### src/rtl/dac_spi_tx.sv
// dac_spi_tx
//   Serialises one signed 16-bit sample pair to a dual 12-bit SPI DAC
//   (MCP4822-style command word). It sends channel A, then channel B, each as
//   a CS-framed 16-bit word. It then pulses LDAC_n so both outputs update
//   together.
//
//   Ports:
//     s00_axi_aclk / s00_axi_aresetn : clock, async active-low reset
//     sample_a / sample_b            : signed samples, latched on accept
//     enable_a / enable_b            : SHDN_n bit per channel, latched on accept
//     sample_valid / sample_ready    : accept handshake (ready == IDLE)
//     busy                           : sequence in progress
//     overrun                        : 1-cycle pulse, pair dropped while busy
//     dac_cs_n/dac_sclk/dac_sdi      : SPI mode 0, MSB first
//     dac_ldac_n                     : DAC latch strobe
module dac_spi_tx #(
  parameter int CLK_DIV    = 5,
  parameter int CS_GAP     = 4,
  parameter int LDAC_WIDTH = 2
) (
  input  logic        s00_axi_aclk,
  input  logic        s00_axi_aresetn,
  input  logic [15:0] sample_a,
  input  logic [15:0] sample_b,
  input  logic        enable_a,
  input  logic        enable_b,
  input  logic        sample_valid,
  output logic        sample_ready,
  output logic        busy,
  output logic        overrun,
  output logic        dac_cs_n,
  output logic        dac_sclk,
  output logic        dac_sdi,
  output logic        dac_ldac_n
);

  localparam int DW   = $clog2(CLK_DIV + 1);
  localparam int GMAX = (CS_GAP > LDAC_WIDTH) ? CS_GAP : LDAC_WIDTH;
  localparam int CW   = $clog2(GMAX + 1);

  typedef enum logic [2:0] {
    IDLE, SHIFT_A, GAP_A, SHIFT_B, GAP_B, LDAC
  } state_t;

  state_t         state;
  logic [15:0]    sh;
  logic [15:0]    word_b;
  logic [DW-1:0]  div_cnt;
  logic [3:0]     bit_cnt;
  logic [CW-1:0]  cnt;

  // Offset-binary code: flip the sign bit, drop the 4 LSBs (truncate).
  logic [11:0] code_a, code_b;
  logic [15:0] word_a_in, word_b_in;
  logic        unused_lsbs;

  assign code_a      = {~sample_a[15], sample_a[14:4]};
  assign code_b      = {~sample_b[15], sample_b[14:4]};
  // {A/B_n, 0, GA_n=1 (1x gain), SHDN_n, code}
  assign word_a_in   = {1'b0, 1'b0, 1'b1, enable_a, code_a};
  assign word_b_in   = {1'b1, 1'b0, 1'b1, enable_b, code_b};
  assign unused_lsbs = ^{sample_a[3:0], sample_b[3:0]};

  always_ff @(posedge s00_axi_aclk or negedge s00_axi_aresetn) begin
    if (!s00_axi_aresetn) begin
      state        <= IDLE;
      sh           <= '0;
      word_b       <= '0;
      div_cnt      <= '0;
      bit_cnt      <= '0;
      cnt          <= '0;
      sample_ready <= 1'b1;
      busy         <= 1'b0;
      overrun      <= 1'b0;
      dac_cs_n     <= 1'b1;
      dac_sclk     <= 1'b0;
      dac_sdi      <= 1'b0;
      dac_ldac_n   <= 1'b1;
    end else begin
      overrun <= sample_valid && !sample_ready;
      case (state)
        IDLE: begin
          if (sample_valid) begin
            // Both words are built here so later input changes cannot leak in.
            state        <= SHIFT_A;
            sh           <= word_a_in;
            word_b       <= word_b_in;
            dac_cs_n     <= 1'b0;
            dac_sdi      <= word_a_in[15];
            dac_sclk     <= 1'b0;
            div_cnt      <= '0;
            bit_cnt      <= '0;
            sample_ready <= 1'b0;
            busy         <= 1'b1;
          end
        end
        SHIFT_A, SHIFT_B: begin
          if (div_cnt == DW'(CLK_DIV - 1)) begin
            div_cnt <= '0;
            if (!dac_sclk) begin
              dac_sclk <= 1'b1;
            end else begin
              // Falling edge: advance to the next bit, or close the frame.
              dac_sclk <= 1'b0;
              if (bit_cnt == 4'd15) begin
                dac_cs_n <= 1'b1;
                dac_sdi  <= 1'b0;
                cnt      <= '0;
                state    <= (state == SHIFT_A) ? GAP_A : GAP_B;
              end else begin
                bit_cnt <= bit_cnt + 4'd1;
                sh      <= {sh[14:0], 1'b0};
                dac_sdi <= sh[14];
              end
            end
          end else begin
            div_cnt <= div_cnt + 1'b1;
          end
        end
        GAP_A: begin
          if (cnt == CW'(CS_GAP - 1)) begin
            state    <= SHIFT_B;
            sh       <= word_b;
            dac_sdi  <= word_b[15];
            dac_cs_n <= 1'b0;
            div_cnt  <= '0;
            bit_cnt  <= '0;
          end else begin
            cnt <= cnt + 1'b1;
          end
        end
        GAP_B: begin
          if (cnt == CW'(CS_GAP - 1)) begin
            state      <= LDAC;
            dac_ldac_n <= 1'b0;
            cnt        <= '0;
          end else begin
            cnt <= cnt + 1'b1;
          end
        end
        LDAC: begin
          if (cnt == CW'(LDAC_WIDTH - 1)) begin
            state        <= IDLE;
            dac_ldac_n   <= 1'b1;
            sample_ready <= 1'b1;
            busy         <= 1'b0;
          end else begin
            cnt <= cnt + 1'b1;
          end
        end
        default: state <= IDLE;
      endcase
    end
  end

endmodule

### config.mk
export PLATFORM = sky130hd
export DESIGN_NAME = dac_spi_tx
export DESIGN_NICKNAME = d
export VERILOG_FILES = /design/src/rtl/dac_spi_tx.sv
export SDC_FILE = /design/constraint.sdc
export NUM_CORES = 1
export LEC_CHECK = 0
export ABC_AREA = 1
export BUFFER_PORTS_ARGS = -buffer_cell sky130_fd_sc_hd__buf_4
export CORE_MARGIN = 4
export CORE_UTILIZATION = 52
export CTS_BUF_LIST = sky130_fd_sc_hd__clkbuf_4
export DETAILED_ROUTE_END_ITERATION = 8
export PLACE_DENSITY = 0.8
export REMOVE_ABC_BUFFERS = 1
export SLEW_MARGIN = 10
export SYNTH_ARGS = -nofsm -noshare
export SYNTH_HDL_FRONTEND = slang
export SYNTH_SLANG_ARGS = --single-unit
### constraint.sdc
create_clock -name s00_axi_aclk -period 1.6 [get_ports s00_axi_aclk]
set_input_delay 0.16 -clock s00_axi_aclk [delete_from_list [all_inputs] [get_ports s00_axi_aclk]]
set_output_delay 0.16 -clock s00_axi_aclk [all_outputs]
set_load 0.05 [all_outputs]
==> results of run 1 <==
[metal layers]
| metal | track usage | wire [um] | share of wire | vias to the layer above |
|---|---|---|---|---|
| met4 | 0.0822 | 144 | 0.025 | 0 |
| li1 | - | - | - | 1155 |
| met2 | 0.320 | 2960 | 0.51 | 67 |
| met1 | 0.250 | 2410 | 0.42 | 1088 |
| met5 | 0 | 0 | 0 | - |
| met3 | 0.0378 | 283 | 0.049 | 11 |
[final cells by class]
cell class | instances | area, um2
fillers | 382 | 1430
multi-input cells | 236 | 1310
flip-flops and latches | 49 | 1230
repair buffers | 72 | 591
inverters | 22 | 87.6
well taps | 67 | 83.8
clock buffers | 5 | 37.5
clock inverters | 3 | 12.5
[metrics by stage]
step           hold slack, ps  TNS [ps]  total power [mW]  instance area [um2]
3_3_place_gp              216         0              5.62                 3040
6_report                 17.7         0              7.04                 3360
4_1_cts                  9.09         0              6.59                 3170
2_1_floorplan            -136     -2600              4.37                 2510
5_1_grt                  2.75      -322              7.64                 3360
3_5_place_dp              216     -60.6              5.76                 3040
[sequential cells by signal, indices dropped and copies added (netlist names)]
register	flops
dac_sclk	1
overrun	1
cnt	3
sh	15
dac_ldac_n	1
state	3
dac_sdi	1
sample_ready	1
word_b	14
bit_cnt	4
busy	1
dac_cs_n	1
div_cnt	3
[synthesized netlist by cell type]
cell type and count:
o21ai_1 2, mux2_2 12, o21ai_2 1, nand4_1 1, buf_2 4, nand3b_1 2
nor2_2 4, buf_4 6, nand3_2 1, o21a_1 1, nor2_4 4, ha_1 7
xnor2_1 2, nand3_1 47, dfstp_2 3, nand2_4 1, inv_2 4, nand2_1 125
buf_6 2, inv_1 18, o21ai_0 9, dfrtp_1 46, nor2_1 10, a21oi_1 6
[worst max-delay path: cells and delay by family, from the launching register on]
family / cells / cell delay (ps)
buf+inv: 4 / 470
compound gates: 1 / 80
flops: 1 / 480
simple gates: 5 / 410
[how the worst min path moves through the flow]
stage                             end       startpoint  slack, ps  cells past startpoint
6_report        word_b[2]$_DFFE_PN0P_      sample_b[6]         20                      2
5_1_grt         word_b[4]$_DFFE_PN0P_      sample_b[8]          3                      2
4_1_cts         word_b[2]$_DFFE_PN0P_      sample_b[6]          9                      2
3_5_place_dp       cnt[1]$_DFFE_PN0P_  s00_axi_aresetn        220                      1
3_3_place_gp       cnt[0]$_DFFE_PN0P_  s00_axi_aresetn        220                      1
2_1_floorplan  bit_cnt[0]$_DFFE_PN0P_  s00_axi_aresetn       -140                      0
[power breakdown]
part / internal, mW / switching, mW / leakage, nW / total, mW
Combinational: 1.92 / 2.48 / 1.08 / 4.40
Clock: 0.160 / 0.383 / 0.0300 / 0.542
Sequential: 1.77 / 0.335 / 0.601 / 2.10
Total: 3.84 / 3.20 / 1.71 / 7.04
[kinds of logic after synthesis]
family / count (synthesis)
AO/OA/AOI/OAI: 19
XOR/XNOR: 2
adder cells (fa/ha/maj): 7
buffers and inverters: 34
flip-flops: 49
multiplexers: 12
AND/OR/NAND/NOR: 195
[timing repair]
item,4_1_cts,5_1_grt
pin swaps,3,6
setup buffers,3,14
endpoints found under the setup margin,24,29
resized for setup,4,33
cloned,1,0
hold endpoints to repair,47,2
hold buffers,2,2
==> metrics.txt, run 1 <==
pin count of the biggest net entering global routing=50; RR Startpoint=state[0]$_DFFE_PN0P_; final core occ=0.702; period utilization=0.980; adder and majority gate portion of the synthesized area=0.0337; Port Buffer Count=35; final hold violation count=0; Post-DRT Antenna Nets=0; placed cell count=427; nets=430; drt first-iter violations=120; run status=completed; pwr dens=2100 nW/um2; RSZ-0062 raised after global routing=yes; detailed placement HPWL=3970 um; CP Cell Sequence=inv_2, nor2_4, buf_4, o21ai_4, inv_2, nor2_4, buf_6, nand2_8, nand2_1, nand2_1; Die Height=78.7 um; max-slew violation count=0; crit path capture=sh[9]$_DFFE_PN0P_; layout cells sized above 1=0.315; Crit Path Class=flop to flop; top post-synthesis cells by area=dfrtp_1 (44%), nand2_1 (18%), nand3_1 (9.1%); CTS Buf Count=5; CP required=1860 ps; crit path from=state[0]$_DFFE_PN0P_; vias=2321; Reg2Reg Depth=10; commonest non-fill, non-tap cells in the layout=nand2_1 (120), buf_4 (62), nand3_1 (47), dfrtp_1 (44), inv_1 (15); Top Ports=44; XOR/XNOR share of the synthesized area=0.00675; r2r endpoint=sh[9]$_DFFE_PN0P_; Syn Std Cell Area=2600 um2; Max Clk Rate=638 MHz; Die ar.=6190 um2; setup ws final=32.5 ps; Avg Inst Size Synth=8.16 um2; Num Clock Sinks=49; Max-Cap Viols=0; # diodes=0; core box area=4790 um2; CP endpoint kind=flop; critical path launch point type=flop; Yosys top cell by area=dfrtp_1; Via density=5.11; Clock Latency Late Sink=370 ps; Synth Area in Compound Gates=0.0390; CP max-delay cell=dfrtp_2; htree depth=2; clock-pin slew of the registers on the worst-case setup and hold paths=140 ps; Die W=78.7 um; Ys Warns=0; Finished Layout Cells=454; initial antenna violation count=0; Fin Clk Skew=18.3 ps; Reg2Reg Setup Slack=30 ps; dpl ws=-13.0 ps; DRC viols=0; Routed WL=5800 um; register area share after synthesis=0.474; Clock Tree Buf Depth=2; vias in the first global route=2221; Core Rows=25; post-synthesis mux area share=0.0520; count of cell types in the netlist=24; HP Class=input port to flop; TritonCTS clock tree=yes; GPL Wtd Cong=0.864; Max VDD drop=1.02 mV; crit-path max FO=10; Avg WL per Cell=12.8 um; Finish-stage setup viols=0; grt ovf=0; Leak Pwr=1.71 nW; Tmin final=1570 ps; main combinational cell family by area after synthesis=simple AND/OR/NAND/NOR gates; first-pass GRT wire length=9630 um; Detailed Routing Iterations Pass 1=4; most common cell after layout, fill and taps aside=nand2_1; post-synthesis register bit count=49; gr usage total=0.195; Slew HR=0.595; Critical Path Max Stage Delay=480 ps; Synth Area in Simple Gates=0.329; critical path arrival=1830 ps; Mapped Cells=318; P&R area growth vs syn=29.3%; root buf cell=clkbuf_4; Initial Utilization=0.542; worst slew pin tran=607 ps; Yosys top cell area share=0.443
No activity file was read; power rests on OpenSTA's default activity.
==> run 2: changes to the inputs <==
- CORE_ASPECT_RATIO: not set -> 1.1
- CORE_UTILIZATION: 52 -> 50
- CTS_BUF_LIST: sky130_fd_sc_hd__clkbuf_4 -> not set
- PLACE_DENSITY: 0.8 -> 0.77
==> metrics.txt, run 2 (synthesis gave the netlist of run 1 again) <==
CP required=1790 ps (-70 ps); Core Rows=27 (+8.0%); htree depth=2 (unchanged); Slew HR=0.590 (-0.00565); Die Height=83.6 um (+6.2%); P&R area growth vs syn=30.9%; Num Clock Sinks=49 (unchanged); most common cell after layout, fill and taps aside=nand2_1; worst slew pin tran=615 ps (+8.47 ps); max-slew violation count=0 (unchanged); top layer in use=met4; core box area=5030 um2 (+5.2%); CP max-delay cell=dfrtp_1; Largest register FFs=15 (unchanged); Clock Tree Buf Depth=2 (unchanged); CP endpoint kind=flop; Finish-stage setup viols=0 (unchanged); Max Clk Rate=640 MHz (+0.25%); crit path capture=sh[14]$_DFFE_PN0P_; # diodes=0 (unchanged); top flop regs=sh: 15 flops, word_b: 14 flops, bit_cnt: 4 flops; vias in the first global route=2271 (+2.3%); Finished Layout Cells=438 (-3.5%); Detailed Routing Iterations Pass 1=4 (unchanged); Tmin final=1560 ps (-3.84 ps); RSZ-0062 raised after global routing=yes; Critical Path Max Stage Delay=410 ps (-70 ps); Avg WL per Cell=13.8 um (+8.0%); Die ar.=6410 um2 (+3.6%); HP Class=input port to flop; setup ws final=36.4 ps (+3.84 ps); Post-DRT Antenna Nets=0 (unchanged); RR Startpoint=cnt[1]$_DFFE_PN0P_; hold slack final=51.8 ps (+34.2 ps); Max VDD drop=1.09 mV (+7.0%); CTS Buf Count=5 (unchanged); DR WL met2=3070 um (+3.7%); Top Ports=44 (unchanged); grt ovf=0 (unchanged); pin count of the biggest net entering global routing=50 (unchanged); clock-pin slew of the registers on the worst-case setup and hold paths=90 ps (-50 ps); layout cells sized above 1=0.324 (+0.00844); Crit Path Class=flop to flop; design area=3400 um2 (+1.2%); Seq. cell area=1230 um2 (unchanged); Post-Route M1 WL=2520 um (+4.8%); area of the multi-input gates=1330 um2 (+1.1%); Port Buffer Count=35 (unchanged); TritonCTS clock tree=yes; commonest non-fill, non-tap cells in the layout=nand2_1 (121), buf_4 (57), dfrtp_1 (44), nand3_1 (41), inv_1 (16); critical path arrival=1760 ps (-70 ps); Largest Register=sh; drt first-iter violations=116 (-3.3%); Die W=76.7 um (-2.5%); crit-path max FO=13 (+3); FILL cells=393 (+2.9%); Leak Pwr=1.73 nW (+0.75%); run status=completed; nets=423 (-1.6%); setup TNS=0 ps (unchanged); CP Cell Sequence=ha_2, ha_4, o21ai_2, nor2_4, buf_4, buf_12, nand3b_1, nand2_1; Routed WL=6040 um (+4.2%); Max-Cap Viols=0 (unchanged); vias=2355 (+1.5%); gr usage total=0.185 (-0.00968); GPL Wtd Cong=0.897 (+3.8%); final hold violation count=0 (unchanged); Reg2Reg Setup Slack=40 ps (about the same); dpl ws=3.77 ps (+16.8 ps); detailed placement HPWL=3910 um (-1.5%); period utilization=0.977 (-0.00240); total power=7.40 mW (+5.1%); first-pass GRT wire length=9630 um (unchanged); final core occ=0.675 (-0.0266); DRC viols=0 (unchanged); Fin Clk Skew=7.40 ps (-10.9 ps); placed cell count=416 (-2.6%); crit path from=cnt[1]$_DFFE_PN0P_; wire length on met3=244 um (-14%); root buf cell=clkbuf_8; DP Area=3010 um2 (-0.87%); Initial Utilization=0.516 (-0.0267); Hold Crit Start=sample_b[15]; initial antenna violation count=0 (unchanged); Clock Latency Late Sink=300 ps (-70 ps); critical path launch point type=flop; r2r endpoint=sh[14]$_DFFE_PN0P_; pwr dens=2180 nW/um2 (+3.8%); Via density=5.38 (+5.2%); Reg2Reg Depth=8 (-2)
-- run 2: cell types whose count changed in the layout (fill, tap and decap cells not counted), moves of 5 or more --
cell      previous run  this run
buf_4               62        57
clkbuf_4             5         0
clkbuf_8             0         6
nand3_1             47        41
nand3_2              1         7
-- run 2: worst max-delay path, delay by kind of cell (launching register included) --
kind	cells	cell delay, ps
DFF	1	410
adders and majority gates	2	370
buffers and inverters	2	280
and+or+nand+nor	3	220
AOI/OAI and AO/OA	1	170
-- run 2: repair_timing --
action / CTS / global route
pin swaps: 1 / 17
gates resized for setup: 4 / 28
cloned: 0 / 2
hold buffers: 1 / 0
setup buffers: 1 / 10
hold endpoints to repair: 46 / 0
setup endpoints to repair: 10 / 29
-- run 2: area by class of cell --
| type | instances | share of cell area |
|---|---|---|
| flip-flops and latches | 49 | 0.363 |
| well taps | 58 | 0.0214 |
| inverters | 22 | 0.0243 |
| multi-input cells | 236 | 0.391 |
| clock inverters | 1 | 0.00884 |
| repair buffers | 65 | 0.166 |
| clock buffers | 7 | 0.0254 |
-- run 2: worst min-delay path by stage --
| stage | endpoint | cells after the start |
|---|---|---|
| final | word_b[11]$_DFFE_PN0P_ | 2 |
| after global routing | word_b[11]$_DFFE_PN0P_ | 2 |
| after CTS | word_b[11]$_DFFE_PN0P_ | 2 |
| after detailed placement | sh[1]$_DFFE_PN0P_ | 1 |
| after global placement | word_b[2]$_DFFE_PN0P_ | 1 |
| after floorplan | bit_cnt[0]$_DFFE_PN0P_ | 0 |
-- run 2: per-layer routing --
metal,track usage,vias up
li1,-,1137
met1,0.215,1119
met2,0.315,77
met3,0.0346,22
met4,0.110,0
met5,0,-
-- run 2: power breakdown --
| group | switching [mW] | total (mW) | internal (mW) |
|---|---|---|---|
| Combinational | 2.51 | 4.38 | 1.87 |
| Clock | 0.408 | 0.918 | 0.510 |
| Sequential | 0.336 | 2.10 | 1.77 |
| Total | 3.25 | 7.40 | 4.15 |
